<file path="config.mk">
export PLATFORM = sky130hd
export DESIGN_NAME = i2c_bus_ctrl_flat
export DESIGN_NICKNAME = d
export VERILOG_FILES = /design/src/rtl/i2c_bus_ctrl_if.sv /design/src/rtl/i2c_bus_ctrl.sv /design/src/flat_wrapper.sv
export SDC_FILE = /design/constraint.sdc
export NUM_CORES = 1
export LEC_CHECK = 0
export ABC_CLOCK_PERIOD_IN_PS = 6300
export BUFFER_PORTS_ARGS = -buffer_cell sky130_fd_sc_hd__buf_2
export CAP_MARGIN = 5
export CORE_ASPECT_RATIO = 0.9
export CORE_UTILIZATION = 60
export DETAILED_ROUTE_END_ITERATION = 8
export GPL_ROUTABILITY_DRIVEN = 0
export HOLD_SLACK_MARGIN = 0.05
export PLACE_DENSITY = 0.88
export SYNTH_ARGS = -nofsm -noshare
export SYNTH_HDL_FRONTEND = slang
export SYNTH_SLANG_ARGS = --single-unit
</file>
<file path="constraint.sdc">
create_clock -name clk -period 6.3 [get_ports clk]
set_input_delay 1.575 -clock clk [delete_from_list [all_inputs] [get_ports clk]]
set_output_delay 1.575 -clock clk [all_outputs]
set_load 0.02 [all_outputs]
</file>
<file path="src/rtl/i2c_bus_ctrl_if.sv">
// Open-drain I2C bus shared by the bus controller, the byte transmitter and
// any external device. Each agent owns a drive-low enable per line; a line
// reads 0 when any agent pulls it low and 1 (pulled up) when all release it.
interface i2c_if;
    logic scl_ctrl_oe;  // controller pulls SCL low
    logic sda_ctrl_oe;  // controller pulls SDA low
    logic sda_tx_oe;    // byte transmitter pulls SDA low
    logic scl_dev_oe;   // external device pulls SCL low (clock stretching)
    logic sda_dev_oe;   // external device pulls SDA low (ACK / data)
    logic scl;
    logic sda;

    // Wired-AND resolution with the pull-up modelled as the released level.
    assign scl = ~(scl_ctrl_oe | scl_dev_oe);
    assign sda = ~(sda_ctrl_oe | sda_tx_oe | sda_dev_oe);

    modport ctrl_bus (output scl_ctrl_oe, output sda_ctrl_oe, input scl);
    modport tx_bus   (output sda_tx_oe, input scl, input sda);
    modport dev      (output scl_dev_oe, output sda_dev_oe, input scl, input sda);
endinterface

</file>
<file path="src/rtl/i2c_bus_ctrl.sv">
// I2C master bus sequencer: generates SCL, START / repeated-START / STOP,
// frames transfers in 9-bit units and hands the SCL phase plus an active-low
// frame request to the downstream byte transmitter.
module i2c_bus_ctrl #(
    parameter int CLK_FREQ = 50_000_000,
    parameter int CLK_DIV  = CLK_FREQ / 100_000,
    parameter int DIV_LEN  = 16
) (
    input  logic               clk,
    input  logic               rstn,
    i2c_if.ctrl_bus            i2c,
    input  logic               start_n,
    input  logic               stop_n,
    input  logic               xfer_n,
    output logic [DIV_LEN-1:0] clk_counter,
    output logic               tx,
    output logic               busy,
    output logic               done
);

    if (CLK_DIV < 8 || (CLK_DIV % 2) != 0 || CLK_FREQ < CLK_DIV) begin : g_bad_div
        $error("i2c_bus_ctrl: CLK_DIV must be even, >= 8 and <= CLK_FREQ");
    end

    localparam logic [DIV_LEN-1:0] CNT_LAST = DIV_LEN'(CLK_DIV - 1);
    localparam logic [DIV_LEN-1:0] CNT_HALF = DIV_LEN'(CLK_DIV / 2);
    localparam logic [DIV_LEN-1:0] CNT_3QTR = DIV_LEN'(3 * CLK_DIV / 4);
    localparam logic [3:0]         LAST_BIT = 4'd8;

    typedef enum logic [2:0] {
        ST_IDLE,
        ST_START,
        ST_CLOCK,
        ST_HOLD,
        ST_RESTART,
        ST_STOP
    } state_e;

    state_e             state_q, state_d;
    logic [DIV_LEN-1:0] count_q, count_d;
    logic [3:0]         bit_q, bit_d;
    logic               scl_oe_q, scl_oe_d;
    logic               sda_oe_q, sda_oe_d;
    logic               tx_q, tx_d;
    logic               busy_q, busy_d;
    logic               done_q, done_d;
    logic               stretch;
    logic               period_end;
    state_e             cmd_state;

    // Next state, phase counter, bit counter and registered line/status values.
    always_comb begin
        // NOTE: every signal gets a default before the case so no path leaves
        // a value unassigned, which would otherwise infer a latch.
        state_d  = state_q;
        count_d  = count_q;
        bit_d    = bit_q;
        done_d   = 1'b0;
        scl_oe_d = 1'b0;
        sda_oe_d = 1'b0;

        // SCL released by us but held low by someone else: freeze the phase.
        stretch    = !scl_oe_q && !i2c.scl;
        period_end = (count_q == CNT_LAST);

        // Boundary command priority: STOP, then (repeated) START, then a byte.
        if (!stop_n)       cmd_state = ST_STOP;
        else if (!start_n) cmd_state = ST_RESTART;
        else if (!xfer_n)  cmd_state = ST_CLOCK;
        else               cmd_state = ST_HOLD;

        case (state_q)
            ST_IDLE: begin
                count_d = '0;
                bit_d   = '0;
                if (!start_n) state_d = ST_START;
            end
            ST_START, ST_RESTART: begin
                if (!stretch) begin
                    if (period_end) begin
                        state_d = ST_CLOCK;
                        count_d = '0;
                        bit_d   = '0;
                    end else begin
                        count_d = count_q + 1'b1;
                    end
                end
            end
            ST_CLOCK: begin
                if (!stretch) begin
                    if (period_end) begin
                        count_d = '0;
                        if (bit_q == LAST_BIT) begin
                            done_d  = 1'b1;
                            bit_d   = '0;
                            state_d = cmd_state;
                        end else begin
                            bit_d = bit_q + 4'd1;
                        end
                    end else begin
                        count_d = count_q + 1'b1;
                    end
                end
            end
            ST_HOLD: begin
                count_d = '0;
                bit_d   = '0;
                state_d = cmd_state;
            end
            ST_STOP: begin
                if (!stretch) begin
                    if (period_end) begin
                        state_d = ST_IDLE;
                        count_d = '0;
                        done_d  = 1'b1;
                    end else begin
                        count_d = count_q + 1'b1;
                    end
                end
            end
            default: begin
                state_d = ST_IDLE;
                count_d = '0;
                bit_d   = '0;
            end
        endcase

        // Line drives are decoded from the upcoming phase so they change on the
        // same edge as the counter; SCL low through the whole first half of a
        // repeated START keeps SDA changes away from a high SCL.
        case (state_d)
            ST_START:   sda_oe_d = (count_d >= CNT_HALF);
            ST_CLOCK:   scl_oe_d = (count_d < CNT_HALF);
            ST_HOLD:    scl_oe_d = 1'b1;
            ST_RESTART: begin
                scl_oe_d = (count_d < CNT_HALF);
                sda_oe_d = (count_d >= CNT_3QTR);
            end
            ST_STOP: begin
                scl_oe_d = (count_d < CNT_HALF);
                sda_oe_d = (count_d < CNT_3QTR);
            end
            default: ;
        endcase

        tx_d   = (state_d != ST_CLOCK);
        busy_d = (state_d != ST_IDLE);
    end

    // State and output registers; reset releases both lines at once.
    always_ff @(posedge clk or negedge rstn) begin
        // NOTE: non-blocking assignments here so every register samples the
        // pre-edge values, independent of statement order.
        if (!rstn) begin
            state_q  <= ST_IDLE;
            count_q  <= '0;
            bit_q    <= '0;
            scl_oe_q <= 1'b0;
            sda_oe_q <= 1'b0;
            tx_q     <= 1'b1;
            busy_q   <= 1'b0;
            done_q   <= 1'b0;
        end else begin
            state_q  <= state_d;
            count_q  <= count_d;
            bit_q    <= bit_d;
            scl_oe_q <= scl_oe_d;
            sda_oe_q <= sda_oe_d;
            tx_q     <= tx_d;
            busy_q   <= busy_d;
            done_q   <= done_d;
        end
    end

    assign i2c.scl_ctrl_oe = scl_oe_q;
    assign i2c.sda_ctrl_oe = sda_oe_q;
    assign clk_counter     = count_q;
    assign tx              = tx_q;
    assign busy            = busy_q;
    assign done            = done_q;

endmodule

</file>
<file path="src/flat_wrapper.sv">
// flat-port wrapper written by rule: the top's interface ports become plain ports
module i2c_bus_ctrl_flat 
#(
    parameter int CLK_FREQ = 50_000_000,
    parameter int CLK_DIV  = CLK_FREQ / 100_000,
    parameter int DIV_LEN  = 16
)
  (clk, rstn, start_n, stop_n, xfer_n, clk_counter, tx, busy, done, i2c_scl_ctrl_oe, i2c_sda_ctrl_oe);
  i2c_if i2c_i ();
  input  logic clk;
  input  logic rstn;
  input  logic start_n;
  input  logic stop_n;
  input  logic xfer_n;
  output logic [DIV_LEN-1:0] clk_counter;
  output logic tx;
  output logic busy;
  output logic done;
  output wire logic [$bits(i2c_i.scl_ctrl_oe)-1:0] i2c_scl_ctrl_oe;
  output wire logic [$bits(i2c_i.sda_ctrl_oe)-1:0] i2c_sda_ctrl_oe;
  assign i2c_scl_ctrl_oe = i2c_i.scl_ctrl_oe;
  assign i2c_sda_ctrl_oe = i2c_i.sda_ctrl_oe;
  i2c_bus_ctrl #(.CLK_FREQ(CLK_FREQ), .CLK_DIV(CLK_DIV), .DIV_LEN(DIV_LEN)) u_core (.clk(clk), .rstn(rstn), .i2c(i2c_i), .start_n(start_n), .stop_n(stop_n), .xfer_n(xfer_n), .clk_counter(clk_counter), .tx(tx), .busy(busy), .done(done));
endmodule
</file>
Yosys cells after proc, flatten, opt, wreduce, memory -nomap -nowiden
Index checks and enable logic that the tools add are counted.
Cells by class
  $add $sub $neg: 2
  multipliers: 0
  divide/modulo/power cells: 0
  order comparisons: 4
  eq/ne operators: 17
  shift-type cells: 0
  muxes and demuxes: 29
  bitwise gates (word level): 2
  reductions and logical operators: 8
Operator list (count)
  $mux W16: 3
  $mux W3: 10
  $mux W4: 5
  $add A16 B1 Y16 const B: 1
  $eq A16 B9 Y1 const B: 1
  $ge A16 B8 Y1 const B: 1
  $ge A16 B9 Y1 const B: 1
  $lt A16 B8 Y1 const B: 1
  $lt A16 B9 Y1 const B: 1
  $pmux W3 S5: 1
  $eq A3 B2 Y1 const B: 4
  $eq A3 B3 Y1 const B: 4
  $pmux W4 S3: 1
  $eq A3 B1 Y1 const B: 2
  $mux W1: 6
  $reduce_and A5 Y1: 1
  $add A4 B1 Y4 const B: 1
  $eq A4 B4 Y1 const B: 1
  $ne A2 B1 Y1 const B: 2
  $ne A2 B2 Y1 const B: 2
  $pmux W1 S2: 2
  $reduce_or A4 Y1: 1
  $logic_not A3 Y1: 1
  $ne A3 B2 Y1 const B: 1
  other kinds (8): 8
Word-level totals
  register bits: 28
  bits in latches: 0
  memory bits (writable): 0
  memory bits (read-only): 0
  bits of input ports: 5
  word-level logic and storage cells: 70
  memories: 0

Logic depth before layout (Yosys ltp)
  depth after elaboration: 10
  gate-level depth with buffers: 9
  depth with buffers taken out: 9

Worst setup path before layout
OpenSTA, ideal clock, no wires.
  path type: input to register
  start: input xfer_n
  end: register u_core.sda_oe_q, in the netlist u_core.i2c.sda_ctrl_oe
  setup time: 0.123 ns
  data arrival time: 2.539 ns
  required time: 6.177 ns
  slack: 3.638 ns
  cell stages on the path: 6
  path buffers: 0
  path through: nand2_1 -> a211oi_1 -> o21bai_1 -> a221o_1 -> o22a_1 -> o221a_1
Between the ends
  word-level cells in the longest chain between the ends: 9
  elaborated cells on any way between the ends: 11
  those cells by class: eq/ne: 3; mux: 8
RTL lines
  from (decl): RTL line flat_wrapper.sv:14  | input logic xfer_n;
  $mux W1 *: RTL line i2c_bus_ctrl.sv:69  | else if (!xfer_n) cmd_state = ST_CLOCK;
  $mux W3 *: RTL line i2c_bus_ctrl.sv:68  | else if (!start_n) cmd_state = ST_RESTART;
  $mux W3 *: RTL line i2c_bus_ctrl.sv:67  | if (!stop_n) cmd_state = ST_STOP;
  $mux W3: RTL line i2c_bus_ctrl.sv:93  | if (bit_q == LAST_BIT) begin
  $mux W3: RTL line i2c_bus_ctrl.sv:91  | if (period_end) begin
  $mux W3: RTL line i2c_bus_ctrl.sv:90  | if (!stretch) begin
  $pmux W3 S5 *: RTL line i2c_bus_ctrl.sv:72  | case (state_q)
  via u_core.state_d[0]: RTL line i2c_bus_ctrl.sv:39  | state_e state_q, state_d;
  $eq A3 B3 Y1 or $eq A3 B1 Y1 (tied branches): RTL line i2c_bus_ctrl.sv:131  | case (state_d)
  $pmux W1 S3 *: RTL line i2c_bus_ctrl.sv:131
  via u_core.sda_oe_d: RTL line i2c_bus_ctrl.sv:43  | logic sda_oe_q, sda_oe_d;
  to (signal assigned): RTL line i2c_bus_ctrl.sv:168  | sda_oe_q <= sda_oe_d;
  to (decl): RTL line i2c_bus_ctrl.sv:43
Mark *: on every way through the listed nets, which the timed path passes. The rest lies on a longest branch.
A chain may end at the register's enable or synchronous reset.

Worst setup path after layout
  start: register u_core.count_q[0], in the netlist u_core.clk_counter[0]
  end: register u_core.scl_oe_q, in the netlist u_core.i2c.scl_ctrl_oe
Between the ends
  word-level cells in the longest chain between the ends: 7
  elaborated cells on any way between the ends: 19
  those cells by class: add/sub: 1; order compare: 1; eq/ne: 5; mux: 11; reduce/logical: 1
RTL lines
  from (decl): RTL line i2c_bus_ctrl.sv:40  | logic [DIV_LEN-1:0] count_q, count_d;
  from (signal assigned): RTL line i2c_bus_ctrl.sv:165  | count_q <= count_d;
  branches (longest 6 deep; another with $add A16 B1 Y16)
  $pmux W1 S2 *: RTL line i2c_bus_ctrl.sv:131
  via u_core.scl_oe_d: RTL line i2c_bus_ctrl.sv:42  | logic scl_oe_q, scl_oe_d;
  to (signal assigned): RTL line i2c_bus_ctrl.sv:167  | scl_oe_q <= scl_oe_d;
  to (decl): RTL line i2c_bus_ctrl.sv:42
Mark *: on every way through the listed nets, which the timed path passes.

==> results_dict.tcl <==
set metrics [dict create \
    status "completed" \
    finClkSkew_ps 12.2 \
    num_rows 18 \
    drv_slew 0 \
    ys_ff_latch 28 \
    numCtsBuffers 3 \
    die_y_um 53.3 \
    initial_core_util_pct 63.4 \
    netlist_area_um2 1760 \
    synth_top_cells_by_area "dfrtp_1, xor2_1, nor2_1" \
    grt_pass1_vias 1382 \
    wl_per_cell_um 14.3 \
    cp-start-kind "flip-flop" \
    drv_cap 0 \
    routed_wl_mm 3.70 \
    path_clk_slew_ps 160 \
    async_reset_ff_share_pct 100 \
    power.internal_uw 298 \
    p_sw_uw 184 \
    dp_hpwl_mm 2.65 \
    clock-sinks 28 \
    io_buffers 25 \
    seq_power_share_pct 48.8 \
    synth-seq-area-share_pct 40.0 \
    antenna_found_initial 0 \
    grt_pass1_wl_mm 6.21 \
    syn_avg_cell_area_um2 8.82 \
    cts_setup_buffers 0 \
    timing.hold.ws_ps 487 \
    yosysTopAreaCell "dfrtp_1" \
    ant_nets 0 \
    finalSetupViolCount 0 \
    p_sw_share_pct 38.2 \
    rsz0062_at_grt "no" \
    crit_arrival_ps 3120 \
    synth_cell_types 50 \
    cts-root-buf "clkbuf_4" \
    hold_path.class "flip-flop to flip-flop" \
    total_power_uw 482 \
    overflow 0 \
    antenna_cells 0 \
    ys.warnings.count 1 \
    hold_violations 0 \
    synth_edf_count 0 \
    cts_tree "yes" \
    crit_fanout 11 \
    grt_max_degree 29 \
    synth_ff_type "dfrtp_1" \
    hold_buffers 0 \
    io_pins 26 \
    vias 1578 \
    p_leak_nw 0.894 \
    grtUsageTotal_pct 26.4 \
    core_um2 2770 \
    die_area_um2 3150 \
    power_density_nw_per_um2 251 \
    drive_above_1_share_pct 16.0 \
    syn2layout_area_growth_pct 9.27 \
    peakVddDrop_uv 129 \
    relSlewSlack_pct 59.4 \
    worst_pin_slew_ps 608 \
    combPwrFrac_pct 32.7 \
    setup_slack_ps 3430 \
    dp_cells 255 \
    synth_cells 199 \
    clockBufferDepth 2 \
    pwr-share-clk_pct 18.5 \
    htreeDepth 1 \
    yosys.area.top_type_share_pct 38.5 \
    fin_crit_ps 2870 \
    required_ps 6550 \
    path_class "flip-flop to flip-flop" \
    post_layout_nonfiller_instances 259 \
    pre_cts_ws_ps 3440 \
    setup_tns_ps 0 \
    fmax_mhz 348 \
    worstSetupEndpointType "flip-flop" \
    via_per_inst 6.09 \
    dr.pass1.iters 4 \
    drc 0 \
    cts.repair.resized 0 \
    drt_iter0_drc 68 \
    die_w_um 59.0 \
    nets 228 \
    insertion_delay_ps 340 \
    fin_crit_sh_pct 45.6 \
    syn_nets 207 \
]
==> kinds of logic (layout without fill, tap and decap cells) <==
group	count (synthesis)	in the layout	share of synthesized area, %
AOI/OAI and AO/OA	37	37	15.6
muxes	1	1	0.570
DFF	28	28	40.0
and+or+nand+nor	95	95	27.7
adders and majority gates	4	4	2.71
xor gates and xnor gates	18	18	8.98
buffers and inverters	16	36	4.49
==> power by group through the flow <==
stage / Combinational (mW) / Clock [mW] / Sequential (mW)
2_1_floorplan: 0.120 / 0 / 0.233
3_3_place_gp: 0.152 / 0 / 0.238
3_5_place_dp: 0.156 / 0 / 0.238
4_1_cts: 0.157 / 0.0909 / 0.234
5_1_grt: 0.178 / 0.0976 / 0.239
6_report: 0.158 / 0.0893 / 0.235
==> cell usage after synthesis (2+ instances only) <==
master and number:
a31oi_1 2, nor3_1 8, and2_1 2, buf_4 2, a21oi_1 3, and4_1 3, o21ai_0 7, buf_2 2
nor2_1 26, a22oi_1 3, and3_1 4, nor2b_1 2, nand2b_1 4, o31ai_1 2, o21bai_1 3, clkbuf_1 4
nand3_1 5, ha_1 3, a211oi_1 2, inv_1 6, xnor2_1 6, dfrtp_1 27, or3_1 2, o21a_1 2
o22a_1 2, nand4_1 10, xor2_1 12, nand2_1 21, nor4_1 3
==> final cells by class <==
type / instances / area (um2)
Inverter: 6 / 22.5
Clock buffer: 4 / 36.3
Multi-Input combinational cell: 155 / 975
Tap cell: 40 / 50.0
Timing Repair Buffer: 26 / 133
Sequential cell: 28 / 702
Fill cell: 234 / 852
==> per-stage QoR <==
step                area (um2)  utilization [%]
floorplan                 1760                -
global placement          1880             67.9
detailed placement        1880             67.9
CTS                       1920             69.2
global route              1920             69.2
finish                    1920             69.2
==> path summary, 6_finish.rpt <==
kind	endpoint	slack (ps)	cells after the start	start
worst max-delay path	u_core.i2c.scl_ctrl_oe$_DFF_PN0_	3430	8	u_core.clk_counter[0]$_DFF_PN0_
worst min-delay path	u_core.bit_q[3]$_DFFE_PN0P_	490	1	u_core.bit_q[3]$_DFFE_PN0P_
worst max register to register	u_core.i2c.scl_ctrl_oe$_DFF_PN0_	3430	8	u_core.clk_counter[0]$_DFF_PN0_
worst min register to register	u_core.bit_q[3]$_DFFE_PN0P_	490	1	u_core.bit_q[3]$_DFFE_PN0P_
max in group asynchronous	u_core.bit_q[1]$_DFFE_PN0P_	4680	1	rstn
min in group asynchronous	u_core.clk_counter[0]$_DFF_PN0_	1220	1	rstn
==> worst max-delay path, stage by stage, from the launching register on <==
cell	delay [ps]
dfrtp_1	610
ha_1	370
nand4_1	340
nor4_1	630
o21a_1	200
o21ai_0	80
a21oi_1	270
nor2_1	90
o22a_1	190
==> routing by layer <==
layer | wire [um] | vias to the layer above | GRT usage (%) | share of wire [%]
met5 | 0 | - | 0 | 0
met4 | 27 | 0 | 7.94 | 0.73
met3 | 250 | 6 | 6.11 | 6.8
met2 | 1730 | 60 | 41.9 | 47
met1 | 1690 | 755 | 35.6 | 46
li1 | - | 757 | - | -
==> placed cells by master (no fill, tap or decap), drive strengths merged, types with 3 or more instances in the layout <==
cell type / n
clkbuf: 4
o21ai: 7
buf: 26
nor2: 26
nor4: 4
xnor2: 6
nand3: 5
ha: 3
nor3: 8
and3: 4
o21bai: 3
and4: 3
nand2b: 4
nand4: 10
inv: 6
nand2: 21
a21oi: 3
dfrtp: 27
xor2: 12
a22oi: 3
==> sequential cells by signal, summed over array words and instances (netlist names) <==
name                    flops
u_core.i2c.sda_ctrl_oe      1
u_core.clk_counter         16
u_core.bit_q                4
u_core.state_q              3
u_core.tx                   1
u_core.i2c.scl_ctrl_oe      1
u_core.done                 1
u_core.busy                 1
No activity file was read; power rests on OpenSTA's default activity.
